==> src/rtl/daq_frame_builder_if.sv <==
// Sample-FIFO read side plus slave-FIFO host write side of the frame builder.
interface daq_frame_builder_if;
  logic        fifo_empty_i;
  logic        fifo_rdreq_o;
  logic [15:0] fifo_q_i;
  logic [15:0] pkt_data_o;
  logic        pkt_wr_o;
  logic        pkt_full_i;
  logic        pkt_end_o;

  modport master (
    input  fifo_empty_i, fifo_q_i, pkt_full_i,
    output fifo_rdreq_o, pkt_data_o, pkt_wr_o, pkt_end_o
  );

  modport slave (
    output fifo_empty_i, fifo_q_i, pkt_full_i,
    input  fifo_rdreq_o, pkt_data_o, pkt_wr_o, pkt_end_o
  );
endinterface

==> src/rtl/daq_frame_builder.sv <==
// Drains the sample FIFO and emits SYNC, sequence, ADCCOUNT samples and a
// 16-bit checksum per frame to a back-pressured host FIFO.
module daq_frame_builder #(
  parameter int unsigned ADCCOUNT  = 8,
  parameter logic [15:0] SYNC_WORD = 16'hA55A,
  parameter logic [15:0] SEQ_INIT  = '0
) (
  input  logic                 clk_i,
  input  logic                 reset_n_i,
  input  logic                 en_i,
  daq_frame_builder_if.master  bus,
  output logic [15:0]          frame_cnt_o,
  output logic                 busy_o
);

  typedef enum logic [2:0] {IDLE, SYNC, SEQ, FETCH, WAITQ, PUSH, CSUM} state_t;

  localparam logic [7:0] LAST = 8'(ADCCOUNT - 1);

  state_t      state;
  logic [15:0] seq;
  logic [15:0] csum;
  logic [15:0] sample;
  logic [7:0]  count;

  always_ff @(posedge clk_i or negedge reset_n_i) begin
    if (!reset_n_i) begin
      state  <= IDLE;
      seq    <= SEQ_INIT;
      csum   <= '0;
      sample <= '0;
      count  <= '0;
    end else begin
      case (state)
        IDLE: if (en_i && !bus.fifo_empty_i) begin
          state <= SYNC;
          count <= '0;
          csum  <= '0;
        end
        SYNC: if (!bus.pkt_full_i) state <= SEQ;
        SEQ: if (!bus.pkt_full_i) begin
          csum  <= seq;
          state <= FETCH;
        end
        FETCH: if (!bus.fifo_empty_i) state <= WAITQ;
        // Non-show-ahead FIFO: data for the read issued in FETCH lands here.
        WAITQ: begin
          sample <= bus.fifo_q_i;
          csum   <= csum + bus.fifo_q_i;
          state  <= PUSH;
        end
        PUSH: if (!bus.pkt_full_i) begin
          count <= count + 8'd1;
          state <= (count == LAST) ? CSUM : FETCH;
        end
        CSUM: if (!bus.pkt_full_i) begin
          seq   <= seq + 16'd1;
          state <= IDLE;
        end
        default: state <= IDLE;
      endcase
    end
  end

  // Strobes follow the live full/empty flags so a stall never drops a word.
  always_comb begin
    bus.pkt_data_o   = '0;
    bus.pkt_wr_o     = 1'b0;
    bus.pkt_end_o    = 1'b0;
    bus.fifo_rdreq_o = 1'b0;
    case (state)
      SYNC: begin
        bus.pkt_data_o = SYNC_WORD;
        bus.pkt_wr_o   = !bus.pkt_full_i;
      end
      SEQ: begin
        bus.pkt_data_o = seq;
        bus.pkt_wr_o   = !bus.pkt_full_i;
      end
      FETCH: bus.fifo_rdreq_o = !bus.fifo_empty_i;
      PUSH: begin
        bus.pkt_data_o = sample;
        bus.pkt_wr_o   = !bus.pkt_full_i;
      end
      CSUM: begin
        bus.pkt_data_o = csum;
        bus.pkt_wr_o   = !bus.pkt_full_i;
        bus.pkt_end_o  = !bus.pkt_full_i;
      end
      default: ;
    endcase
  end

  assign busy_o      = (state != IDLE);
  assign frame_cnt_o = seq;

endmodule

==> src/flat_wrapper.sv <==
// flat-port wrapper written by rule: the top's interface ports become plain ports
module daq_frame_builder_flat 
#(
  parameter int unsigned ADCCOUNT  = 8,
  parameter logic [15:0] SYNC_WORD = 16'hA55A,
  parameter logic [15:0] SEQ_INIT  = '0
)
  (clk_i, reset_n_i, en_i, frame_cnt_o, busy_o, bus_fifo_empty_i, bus_fifo_q_i, bus_pkt_full_i, bus_fifo_rdreq_o, bus_pkt_data_o, bus_pkt_wr_o, bus_pkt_end_o);
  daq_frame_builder_if bus_i ();
  input  logic clk_i;
  input  logic reset_n_i;
  input  logic en_i;
  output logic [15:0] frame_cnt_o;
  output logic busy_o;
  input wire logic [$bits(bus_i.fifo_empty_i)-1:0] bus_fifo_empty_i;
  input wire logic [$bits(bus_i.fifo_q_i)-1:0] bus_fifo_q_i;
  input wire logic [$bits(bus_i.pkt_full_i)-1:0] bus_pkt_full_i;
  output wire logic [$bits(bus_i.fifo_rdreq_o)-1:0] bus_fifo_rdreq_o;
  output wire logic [$bits(bus_i.pkt_data_o)-1:0] bus_pkt_data_o;
  output wire logic [$bits(bus_i.pkt_wr_o)-1:0] bus_pkt_wr_o;
  output wire logic [$bits(bus_i.pkt_end_o)-1:0] bus_pkt_end_o;
  assign bus_i.fifo_empty_i = bus_fifo_empty_i;
  assign bus_i.fifo_q_i = bus_fifo_q_i;
  assign bus_i.pkt_full_i = bus_pkt_full_i;
  assign bus_fifo_rdreq_o = bus_i.fifo_rdreq_o;
  assign bus_pkt_data_o = bus_i.pkt_data_o;
  assign bus_pkt_wr_o = bus_i.pkt_wr_o;
  assign bus_pkt_end_o = bus_i.pkt_end_o;
  daq_frame_builder #(.ADCCOUNT(ADCCOUNT), .SYNC_WORD(SYNC_WORD), .SEQ_INIT(SEQ_INIT)) u_core (.clk_i(clk_i), .reset_n_i(reset_n_i), .en_i(en_i), .bus(bus_i), .frame_cnt_o(frame_cnt_o), .busy_o(busy_o));
endmodule
==> config.mk <==
export PLATFORM = sky130hd
export DESIGN_NAME = daq_frame_builder_flat
export DESIGN_NICKNAME = d
export VERILOG_FILES = /design/src/rtl/daq_frame_builder_if.sv /design/src/rtl/daq_frame_builder.sv /design/src/flat_wrapper.sv
export SDC_FILE = /design/constraint.sdc
export NUM_CORES = 1
export LEC_CHECK = 0
export ABC_AREA = 1
export BUFFER_PORTS_ARGS = -buffer_cell sky130_fd_sc_hd__buf_2
export CAP_MARGIN = 0
export CORE_MARGIN = 2
export CORE_UTILIZATION = 45
export DETAILED_ROUTE_END_ITERATION = 12
export HOLD_SLACK_MARGIN = 0.1
export PLACE_DENSITY = 0.77
export SLEW_MARGIN = 10
export SYNTH_ARGS = -nofsm -noshare
export SYNTH_HDL_FRONTEND = slang
export SYNTH_SLANG_ARGS = --single-unit
==> constraint.sdc <==
create_clock -name clk_i -period 1.6 [get_ports clk_i]
set_input_delay 0.08 -clock clk_i [delete_from_list [all_inputs] [get_ports clk_i]]
set_output_delay 0.08 -clock clk_i [all_outputs]
set_load 0.005 [all_outputs]
==> flow_metrics.py <==
metrics = {
    "status": {
        "outcome": "finished, violations left",
        "violations": "setup timing",
    },
    "cells_and_area": {
        "final_common_cell": "nand2_1",
        "instances_no_fill": 815,
        "num_antenna_cells": 0,
        "layout_common_cells": "nand2_1, inv_1, dfrtp_1",
        "num-nets-final": 742,
        "drive_above_1_share_pct": 37.6,
        "fillers": 579,
        "area_growth_pct": 48.7,
        "stdcell_area_um2": 5980,
    },
    "power": {
        "switching_share_pct": 49.1,
        "seqPwrFrac_pct": 22.9,
        "p_leak_nw": 3.09,
        "pwr-share-comb_pct": 64.4,
        "peakVddDrop_uv": 950,
        "total_power_mw": 11.5,
        "p_per_area_nw_per_um2": 1920,
        "clkPwrFrac_pct": 12.7,
        "switchingPower_mw": 5.65,
        "p_int_mw": 5.86,
    },
    "clocking": {
        "cts_buffers": 9,
        "clk_pin_slew_ns": 0.08,
        "cts_max_level": 3,
        "clk_latency_ns": 0.36,
        "clock_sink_count": 59,
        "root_buffer": "clkbuf_8",
        "clock_path_buffers": 2,
        "cts_tree": "built",
    },
    "grt": {
        "grt_pass1_wl_mm": 19.8,
        "grt_max_degree": 45,
        "grt_pass1_vias": 4213,
        "grt_usage_pct": 25.1,
        "grt_overflow_total": 0,
        "antenna_found_initial": 0,
    },
    "synth": {
        "synthMuxAreaShare_pct": 0,
        "synthXorXnorAreaFrac_pct": 4.36,
        "yosysUniqueCellTypes": 42,
        "synth_fa_ha_area_share_pct": 5.79,
        "yosysWarnings": 0,
        "synth_top_area_cell": "dfrtp_1",
        "synth_seq_cells": 59,
        "synth.top_cell.area_share_pct": 36.7,
        "syn_avg_cell_area_um2": 7.12,
        "yosysSeqAreaShare_pct": 36.7,
        "synth_top_family_by_area": "simple AND/OR/NAND/NOR gates",
        "synth_area_leaders": "dfrtp_1, nand2_1, inv_1, ha_1, nor2_1",
        "syn_inst": 565,
        "synth_nets": 604,
        "synth_compound_area_share_pct": 12.1,
        "synth_area_um2": 4020,
        "synthSimpleGateAreaFrac_pct": 30.5,
    },
    "timing": {
        "setup_tns_ns": -9.24,
        "clock_skew_ns": 0.0200,
        "worst_pin_slew_ns": 0.455,
        "relSlewSlack_pct": 69.4,
        "fin_crit_sh_pct": 129,
        "finalHoldViolCount": 0,
        "period_minus_slack_ns": 2.06,
        "layout_setup_ws_ns": -0.460,
        "setup_viol": 60,
        "rsz0062_at_grt": "true",
        "slew_viol_final": 0,
        "fmax_mhz": 485,
    },
    "placed_design": {
        "io_buffers": 56,
        "dp_slack_ns": -0.111,
        "gp_congestion": 0.887,
        "dpl.cell_count": 748,
        "dpl.hpwl_mm": 8.12,
        "placed_area_um2": 4610,
    },
    "die": {
        "core_area_um2": 8680,
        "die-height_um": 98.5,
        "start_util_pct": 46.3,
        "die_w_um": 98.5,
        "die_area_um2": 9710,
        "ios": 57,
        "fp-row-count": 34,
    },
    "detailed_routing": {
        "final_antenna_net_count": 0,
        "drc_errors": 0,
        "dr.pass1.iters": 7,
        "drtIter0Drc": 930,
        "via_per_inst": 6.09,
        "wl_mm": 16.3,
        "wl_per_cell_um": 20.0,
        "vias": 4960,
    },
    "hold_path": {
        "hold_end": "u_core.state[0]$_DFFE_PN0P_",
        "min_path_type": "in -> reg",
        "hold_start": "bus_fifo_empty_i",
        "hold_depth": 3,
    },
    "critical_path": {
        "worstPathArrival_ns": 2.32,
        "crit-reg2reg-launch": "u_core.csum[0]$_DFFE_PN0P_",
        "r2r_cells": 10,
        "start_kind": "flip-flop",
        "crit_path_cell_trace": "ha_4, inv_2, fa_2, inv_2, nand3_2, nand3_4, nand2_2, nand4_1, nand3_1, a22oi_1",
        "crit_slowest_cell": "dfrtp_1",
        "rr_endpoint": "u_core.csum[8]$_DFFE_PN0P_",
        "endpoint_kind": "flip-flop",
        "r2r_slack_ns": -0.46,
        "cp_slowest_stage_delay_ns": 0.42,
        "cp.required_ns": 1.86,
        "cpMostUsedCell": "inv_2",
        "critPathMaxFanout": 3,
        "worstSetupPathType": "reg -> reg",
    },
    "flow_run": {
        "max_cap_viol_count": 0,
    },
}
-- flip-flops by register name (all words and copies together), names as in the netlist --
name and count:
u_core.csum 16, u_core.frame_cnt_o 16, u_core.sample 16, u_core.count 8
u_core.state 3
-- repair_timing --
| action | 4_1_cts | 5_1_grt |
|---|---|---|
| endpoints found under the hold margin | 75 | 0 |
| setup endpoints to repair | 32 | 49 |
| hold buffers | 17 | 0 |
| buffers inserted | 12 | 21 |
| pin swaps | 13 | 28 |
| cloned | 0 | 3 |
| resized for setup | 66 | 102 |
-- cell families after synthesis --
kind of cell | Yosys count
fa+ha+maj | 18
compound gates | 78
simple gates | 282
flops | 59
xor+xnor | 20
buf+inv | 108
-- critical path: cells and delay by family, from the launching register on --
| kind | cells | cell delay [ns] |
|---|---|---|
| compound gates | 1 | 0.23 |
| fa+ha+maj | 2 | 0.50 |
| buf+inv | 2 | 0.11 |
| flops | 1 | 0.42 |
| simple gates | 5 | 0.69 |
-- through the flow --
stage | hold WS [ns] | utilization [%]
after global routing | 0.156 | 68.9
after CTS | 0.133 | 61.4
after global placement | 0.0270 | 53.1
after floorplan | -0.216 | -
final | 0.112 | 68.9
after detailed placement | 0.0313 | 53.1
-- layer usage --
layer  vias up  track usage, %  share of wire [%]
li1       2068               -                  -
met1      2277            32.2                 35
met2       448            42.2                 46
met3       167            4.61                 11
met4         0            9.91                8.4
met5         -               0                  0
-- how the worst max path moves through the flow --
stage / endpoint / from
after floorplan: u_core.csum[12]$_DFFE_PN0P_ / u_core.csum[0]$_DFFE_PN0P_
after global placement: u_core.csum[4]$_DFFE_PN0P_ / u_core.csum[0]$_DFFE_PN0P_
after detailed placement: u_core.csum[4]$_DFFE_PN0P_ / u_core.csum[0]$_DFFE_PN0P_
after CTS: bus_pkt_data_o[5] / u_core.state[0]$_DFFE_PN0P_
after global routing: u_core.csum[8]$_DFFE_PN0P_ / u_core.csum[0]$_DFFE_PN0P_
final: u_core.csum[8]$_DFFE_PN0P_ / u_core.csum[0]$_DFFE_PN0P_
-- synthesized netlist by cell type (all sizes together) --
library cell and number:
a221o 3, nor3 8, nand3b 2, a2bb2oi 1, or2 4, clkbuf 7
a22o 1, o21ai 19, fa 1, nand3 31, nand2 174, buf 2
a22oi 5, a21boi 6, inv 99, dfrtp 59, a211oi 1, nor4 1
o21a 1, nor2 53, o31ai 2, and3 1, o221ai 1, a21oi 28
o22ai 1, ha 17, a31oi 1, xor2 20, nand4 8, o211ai 8
-- power by group through the flow --
stage / sequential (mW) / combinational [mW] / clock, mW
floorplan: 2.39 / 3.24 / 0
global placement: 2.45 / 4.62 / 0
detailed placement: 2.48 / 4.75 / 0
CTS: 2.51 / 5.47 / 1.42
global route: 2.67 / 7.78 / 1.52
finish: 2.64 / 7.41 / 1.46
-- cell type report --
| class | count | area, µm² | share of cell area, % |
|---|---|---|---|
| sequential | 59 | 1480 | 24.7 |
| clock inverter | 4 | 50.0 | 0.837 |
| timing repair buffer | 134 | 1000 | 16.8 |
| inverter | 99 | 394 | 6.59 |
| clock buffer | 11 | 151 | 2.53 |
| timing repair inverter | 2 | 20.0 | 0.335 |
| multi-input combinational | 398 | 2750 | 45.9 |
| tap | 108 | 135 | 2.26 |
No activity file was read; power rests on OpenSTA's default activity.
